--- src/rtl/loctag_pkg.sv ---
// Shared types and helpers for the LocTag reflection slot scheduler.
package loctag_pkg;

  typedef enum logic [2:0] {
    ST_IDLE    = 3'd0,
    ST_GUARD   = 3'd1,
    ST_WAIT    = 3'd2,
    ST_REFLECT = 3'd3,
    ST_TAIL    = 3'd4
  } sched_state_t;

  localparam logic [15:0] LFSR_MASK = 16'hB400;

  // Contention window W = 2^mac_q slots, returned as W-1 so it doubles as a slot mask.
  function automatic logic [2:0] window_mask(input logic [1:0] mac_q);
    logic [3:0] w;
    w = 4'd1 << mac_q;
    return 3'(w - 4'd1);
  endfunction

endpackage

--- src/rtl/loctag_lfsr16.sv ---
// 16-bit Galois LFSR stepping every clock; a zero seed is promoted to 1 so it never locks up.
module loctag_lfsr16
  import loctag_pkg::*;
#(
  parameter logic [15:0] SEED = 16'h7654
) (
  input  logic        clk,
  input  logic        reset,
  output logic [15:0] state
);

  localparam logic [15:0] SEED_EFF = (SEED == 16'h0000) ? 16'h0001 : SEED;

  logic [15:0] state_q;
  logic [15:0] state_d;

  always_comb begin
    state_d = {1'b0, state_q[15:1]};
    if (state_q[0]) begin
      state_d = state_d ^ LFSR_MASK;
    end
  end

  always_ff @(posedge clk) begin
    if (reset) begin
      state_q <= SEED_EFF;
    end else begin
      state_q <= state_d;
    end
  end

  assign state = state_q;

endmodule

--- src/rtl/loctag_slot_sched.sv ---
// Slotted random-access reflection scheduler driving the ctrl_1 reflector pin.
// Optional statistics counters are built when LOCTAG_SCHED_STATS_EN is defined.
module loctag_slot_sched
  import loctag_pkg::*;
#(
  parameter logic [15:0] MAC_SEED        = 16'h7654,
  parameter int          GUARD_CYCLES    = 50,
  parameter int          SLOT_CYCLES     = 500,
  parameter int          MOD_HALF_CYCLES = 25
) (
  input  logic        clk,
  input  logic        reset,
  input  logic        trig_pulse,
  input  logic        enable,
  input  logic [1:0]  mac_q,
  output logic        ctrl_1,
  output logic        busy,
  output logic [2:0]  slot_sel,
  output logic        done,
  output logic [15:0] served_cnt,
  output logic [15:0] drop_cnt
);

  localparam int CNT_N = (SLOT_CYCLES > GUARD_CYCLES) ? SLOT_CYCLES : GUARD_CYCLES;
  localparam int CNT_W = (CNT_N > 1) ? $clog2(CNT_N) : 1;
  localparam int MOD_W = (MOD_HALF_CYCLES > 1) ? $clog2(MOD_HALF_CYCLES) : 1;

  localparam logic [CNT_W-1:0] GUARD_LAST = CNT_W'(GUARD_CYCLES - 1);
  localparam logic [CNT_W-1:0] SLOT_LAST  = CNT_W'(SLOT_CYCLES - 1);
  localparam logic [MOD_W-1:0] MOD_LAST   = MOD_W'(MOD_HALF_CYCLES - 1);

  logic [15:0]  lfsr_state;
  logic         lfsr_unused;

  sched_state_t state_q;
  logic [CNT_W-1:0] cyc_q;
  logic [2:0]   slot_cnt_q;
  logic [2:0]   slot_sel_q;
  logic [2:0]   win_mask_q;
  logic [MOD_W-1:0] mod_q;
  logic         ctrl_q;
  logic         busy_q;
  logic         done_q;

  loctag_lfsr16 #(
    .SEED (MAC_SEED)
  ) u_lfsr (
    .clk   (clk),
    .reset (reset),
    .state (lfsr_state)
  );

  // Only the low three bits pick a slot; the rest feed other consumers of the generator.
  assign lfsr_unused = ^lfsr_state[15:3];

  always_ff @(posedge clk) begin
    if (reset) begin
      state_q    <= ST_IDLE;
      cyc_q      <= '0;
      slot_cnt_q <= '0;
      slot_sel_q <= '0;
      win_mask_q <= '0;
      mod_q      <= '0;
      ctrl_q     <= 1'b0;
      busy_q     <= 1'b0;
      done_q     <= 1'b0;
    end else begin
      done_q <= 1'b0;
      if ((state_q != ST_IDLE) && !enable) begin
        // Abort: drop the reflector immediately and suppress the completion pulse.
        state_q <= ST_IDLE;
        ctrl_q  <= 1'b0;
        busy_q  <= 1'b0;
      end else begin
        case (state_q)
          ST_IDLE: begin
            if (trig_pulse && enable) begin
              slot_sel_q <= lfsr_state[2:0] & window_mask(mac_q);
              win_mask_q <= window_mask(mac_q);
              cyc_q      <= '0;
              slot_cnt_q <= '0;
              busy_q     <= 1'b1;
              state_q    <= ST_GUARD;
            end
          end

          ST_GUARD: begin
            if (cyc_q == GUARD_LAST) begin
              cyc_q <= '0;
              if (slot_sel_q == 3'd0) begin
                state_q <= ST_REFLECT;
                ctrl_q  <= 1'b1;
                mod_q   <= '0;
              end else begin
                state_q <= ST_WAIT;
              end
            end else begin
              cyc_q <= cyc_q + 1'b1;
            end
          end

          ST_WAIT: begin
            if (cyc_q == SLOT_LAST) begin
              cyc_q      <= '0;
              slot_cnt_q <= slot_cnt_q + 3'd1;
              if ((slot_cnt_q + 3'd1) == slot_sel_q) begin
                state_q <= ST_REFLECT;
                ctrl_q  <= 1'b1;
                mod_q   <= '0;
              end
            end else begin
              cyc_q <= cyc_q + 1'b1;
            end
          end

          ST_REFLECT: begin
            if (cyc_q == SLOT_LAST) begin
              cyc_q  <= '0;
              ctrl_q <= 1'b0;
              done_q <= 1'b1;
              // Last-slot test precedes the increment so the 3-bit counter never wraps.
              if (slot_cnt_q == win_mask_q) begin
                state_q <= ST_IDLE;
                busy_q  <= 1'b0;
              end else begin
                state_q    <= ST_TAIL;
                slot_cnt_q <= slot_cnt_q + 3'd1;
              end
            end else begin
              cyc_q <= cyc_q + 1'b1;
              if (mod_q == MOD_LAST) begin
                mod_q  <= '0;
                ctrl_q <= ~ctrl_q;
              end else begin
                mod_q <= mod_q + 1'b1;
              end
            end
          end

          ST_TAIL: begin
            if (cyc_q == SLOT_LAST) begin
              cyc_q <= '0;
              if (slot_cnt_q == win_mask_q) begin
                state_q <= ST_IDLE;
                busy_q  <= 1'b0;
              end else begin
                slot_cnt_q <= slot_cnt_q + 3'd1;
              end
            end else begin
              cyc_q <= cyc_q + 1'b1;
            end
          end

          default: begin
            state_q <= ST_IDLE;
            ctrl_q  <= 1'b0;
            busy_q  <= 1'b0;
          end
        endcase
      end
    end
  end

  assign ctrl_1   = ctrl_q;
  assign busy     = busy_q;
  assign slot_sel = slot_sel_q;
  assign done     = done_q;

`ifdef LOCTAG_SCHED_STATS_EN
  logic [15:0] served_q;
  logic [15:0] drop_q;
  logic        drop_ev;

  assign drop_ev = (state_q != ST_IDLE) && trig_pulse;

  always_ff @(posedge clk) begin
    if (reset) begin
      served_q <= '0;
      drop_q   <= '0;
    end else begin
      if (done_q && (served_q != 16'hFFFF)) begin
        served_q <= served_q + 16'd1;
      end
      if (drop_ev && (drop_q != 16'hFFFF)) begin
        drop_q <= drop_q + 16'd1;
      end
    end
  end

  assign served_cnt = served_q;
  assign drop_cnt   = drop_q;
`else
  assign served_cnt = '0;
  assign drop_cnt   = '0;
`endif

endmodule

--- config.mk ---
export PLATFORM = sky130hd
export DESIGN_NAME = loctag_slot_sched
export DESIGN_NICKNAME = d
export VERILOG_FILES = /design/src/rtl/loctag_pkg.sv /design/src/rtl/loctag_lfsr16.sv /design/src/rtl/loctag_slot_sched.sv
export SDC_FILE = /design/constraint.sdc
export NUM_CORES = 1
export LEC_CHECK = 0
export CAP_MARGIN = 10
export CORE_MARGIN = 10
export CORE_UTILIZATION = 50
export CTS_CLUSTER_DIAMETER = 200
export CTS_CLUSTER_SIZE = 12
export DETAILED_ROUTE_END_ITERATION = 10
export GPL_TIMING_DRIVEN = 0
export PLACE_DENSITY = 0.79
export SYNTH_ARGS = -nofsm -noshare
export SYNTH_HDL_FRONTEND = slang
export SYNTH_HIERARCHICAL = 1
export SYNTH_SLANG_ARGS = --single-unit
--- constraint.sdc ---
create_clock -name clk -period 4.2 [get_ports clk]
set_input_delay 1.26 -clock clk [delete_from_list [all_inputs] [get_ports clk]]
set_output_delay 1.26 -clock clk [all_outputs]
set_load 0.02 [all_outputs]
# After elaboration in Yosys (flattened, before gate mapping)
# Index checks and enable logic that the tools add are counted.
# totals
ff_bits	45
wordCells	108
output_inout_bits	38
# classes
n_addsub	4
n_reduce_logical	23
shift	1
eq_ne	22
bitwise	8
n_mux	39
# op_table
cell	n
$mux 3	12
$mux 5	6
$mux 9	3
$pmux 9 s3	1
$ne 2x2->1 const B	10
$pmux 3 s5	1
$pmux 5 s3	1
$mux 14	1
$reduce_and 7->1	2
$reduce_and 6->1	2
$reduce_bool 3->1	4
$mux 1	11
$reduce_or 2->1	5
$add 9x1->9 const B	1
$eq 9x6->1 const B	1
$eq 9x9->1 const B	1
$pmux 3 s3	1
$eq 3x2->1 const B	2
$eq 3x3->1	2
$logic_not 3->1	2
$not 1->1	6
$reduce_and 3->1	2
$reduce_or 3->1	2
$add 5x1->5 const B	1
15 further kinds	17

# Depth between registers and ports, before layout
# depth
word_depth	5
depth_mapped	7
depth_no_buf	7

# Modules after synthesis
# Netlist, hierarchy kept.
# by_module_without_submodules
module	n_inst	area_per_inst_um2	seq_area_each_um2	cells_per_inst
loctag_slot_sched	1	2011.9	580.6	244
loctag_lfsr16	1	555.5	320.3	48

# Worst setup path after synthesis
# Ideal clock, no wire load.
# synth_timing
path_type	input to register
startpoint	input port enable
endpoint	register mod_q[0]
arrival_time_ns	2.499
cell_stages	6
n_path_buf	1
t_required_ns	4.079
setup_time_ns	0.121
slack_ns	1.580
cell_sequence	clkbuf_1 -> o21bai_1 -> o31ai_1 -> nor4b_2 -> nand2_2 -> mux2_4
# synth_between
elab_chain_cells	4
# synth_rtl
item	line_no	text
from (decl)	loctag_slot_sched.sv:14	input logic enable,
$logic_not 1->1	loctag_slot_sched.sv:69	if ((state_q != ST_IDLE) && !enable) begin
$logic_and 1x1->1	loctag_slot_sched.sv:69	
$not 1->1 (no line)	n/a	
$reduce_and 7->1 (no line)	n/a	
to (signal assigned)	loctag_slot_sched.sv:135	mod_q <= mod_q + 1'b1;
to (decl)	loctag_slot_sched.sv:40	logic [MOD_W-1:0] mod_q;
# No other way between the ends.
# A chain may end at the register's enable or synchronous reset.

==> impl_metrics.csv <==
group,metric,value,unit
critical_path,crit_path_max_fanout,11,
clock_network,cts_resized,0,
critical_path,crit_end,"mod_q[0]",
run_status,outcome,"finished clean",
critical_path,startpoint_type,"input pin",
clock_network,clk_pin_slew_worst_paths,0.09,ns
layout,post-route-util,0.608,
run,drv_cap,0,
timing,setup-tns-final,0,ns
global_routing,grt_pass1_vias,1863,
drt,routed_wl,5090,um
layout,area_delta_synth_final,16.7,%
critical_path,crit_path_start,"reset",
layout,antenna_cells,0,
placed_design,port_buffers,10,
critical_path,end_kind,"flip-flop",
layout,multi_input_area,1390,um2
yosys,synth.cell_area,2490,um2
global_routing,grt_max_degree,17,
drt,num_vias,1949,
drt,antenna_left,0,
floorplanning,fp.dieW,90.6,um
timing,hold_violations,0,
timing,post-route-period-util,0.695,
timing,setup_ws,1.28,ns
clock_network,root_buffer,"clkbuf_8",
clock_network,cts_setup_buffers,0,
pwr,total_power,1210,uW
global_routing,grt_pass1_wl,8560,um
critical_path,timing.rr.start,"cyc_q[0]",
layout,drive_above_1_share,0.175,
drt,drtPass1Iterations,4,
layout,nets,341,
floorplanning,core,4790,um2
placed_design,place_ws,0.965,ns
clock_network,insertion_delay,0.31,ns
placed_design,hpwl,3840,um
critical_path,r2r_slack,2.15,ns
hold_path,hold_path_class,"reg -> reg",
drt,drt_iter0_drc,204,
yosys,syn_inst,282,
timing,fmax,342,MHz
critical_path,required,4.40,ns
pwr,leakage,0.00120,uW
layout,area.sequential,901,um2
drt,viasPerCell,4.90,
clock_network,cts.path.max_buffers,2,
yosys,syn_area_per_cell,8.84,um2
pwr,power.density,415,nW/um2
timing,slew_viol_final,0,
critical_path,r2r_cells,6,
clock_network,cts_max_level,2,
critical_path,regToRegEndpoint,"mod_q[1]",
clock_network,cts_sinks,45,
floorplanning,num_io_pins,44,
placed_design,routabilityCongestion,0.948,
clock_network,cts_tree,"built",
clock_network,cts_made_buffers,5,
critical_path,cp_common_cell,"clkbuf_1",
floorplanning,die_area,8210,um2
timing,slew_headroom,0.579,
global_routing,grt_overflow,0,
timing,setup_violations,0,
global_routing,track_usage,0.122,
critical_path,crit_type,"in -> reg",
critical_path,slowest_delay,0.70,ns
clock_network,postCtsHoldBufs,0,
timing,post-route-min-period,2.92,ns
critical_path,crit_path_cell_trace,"clkdlybuf4s50_1 > clkbuf_1 > clkbuf_1 > nor2_1 > mux2_4",
drt,drc,0,
floorplanning,rows,25,
floorplanning,initial_core_util,0.521,
floorplanning,chipHeight,90.6,um
pwr,max-vdd-ir-drop,0.270,mV
yosys,yosys_warnings,6,
critical_path,arrival,3.12,ns
drt,wire_per_inst,12.8,um
timing,rsz0062_at_grt,"false",
layout,fill_cells,417,
hold_path,min_path_cells,1,
global_routing,antenna_found_initial,0,
timing,finClkSkew,0.00526,ns
critical_path,slowest_stage,"clkdlybuf4s50_1",
timing,timing_worst_slew_pin_value,0.626,ns
## state kept, by name, indices dropped and copies added (netlist names)
register	flops
state_q	3
mod_q	5
slot_sel	3
slot_cnt_q	3
ctrl_1	1
u_lfsr/state	16
cyc_q	9
done	1
win_mask_q	3
busy	1
## layout by cell type, fill, tap and decap left out, types with 3 or more instances in the layout
master and instances:
dfxtp_1 45, nor2_1 24, nand2b_1 8, nor2b_1 5
or2_2 4, conb_1 32, buf_2 3, nor4_1 3
o211ai_1 3, clkbuf_1 6, and2b_1 6, clkbuf_8 5
xnor2_1 14, o21ai_0 7, ha_1 5, nand2_1 18
nand3_1 11, or2_1 6, a21oi_1 8, clkdlybuf4s50_1 10
xor2_1 4, inv_1 5, nor3_1 11, nand4_1 4
nor3b_1 4, mux2i_1 4, buf_4 34
## how the worst min path moves through the flow
stage / end / slack, ns / start
finish: u_lfsr/state[6] / 0.41 / u_lfsr/state[7]
global route: u_lfsr/state[6] / 0.43 / u_lfsr/state[7]
CTS: u_lfsr/state[6] / 0.42 / u_lfsr/state[7]
detailed placement: u_lfsr/state[6] / 0.40 / u_lfsr/state[7]
global placement: u_lfsr/state[6] / 0.39 / u_lfsr/state[7]
floorplan: u_lfsr/state[14] / 0.38 / u_lfsr/state[15]
## worst max-delay path, delay by kind of cell
| family | cells | cell delay [ns] |
|---|---|---|
| muxes | 1 | 0.26 |
| and+or+nand+nor | 1 | 0.08 |
| buffers and inverters | 3 | 1.53 |
## report_power, final
| group | switching, uW | total, uW | internal, uW | leakage, uW |
|---|---|---|---|---|
| logic | 225 | 383 | 158 | 0.000776 |
| registers | 27.9 | 485 | 457 | 0.000368 |
| clock network | 158 | 340 | 181 | 0.0000591 |
| total | 412 | 1210 | 797 | 0.00120 |
## through the flow
stage / cell area [um2] / hold slack (ns) / std cells
detailed placement: 2790 / 0.400 / 390
global route: 2910 / 0.431 / 398
floorplan: 2610 / 0.383 / 313
CTS: 2910 / 0.421 / 398
finish: 2910 / 0.414 / 398
global placement: 2790 / 0.390 / 390
## area by class of cell
type                    count  area share
plain buffers              44       0.105
clock buffers               5      0.0237
clock inverters             3      0.0163
inverters                   5     0.00645
multi-input cells         219       0.476
flip-flops and latches     45       0.310
well taps                  67      0.0288
repair buffers             10      0.0344
## layer usage
metal	wire length (um)	part of all wire	global-route usage
met5	0	0	0
met4	63	0.012	0.0398
met3	392	0.077	0.0490
met2	2460	0.48	0.207
met1	2170	0.43	0.136
(Power assumes the default switching activity.)
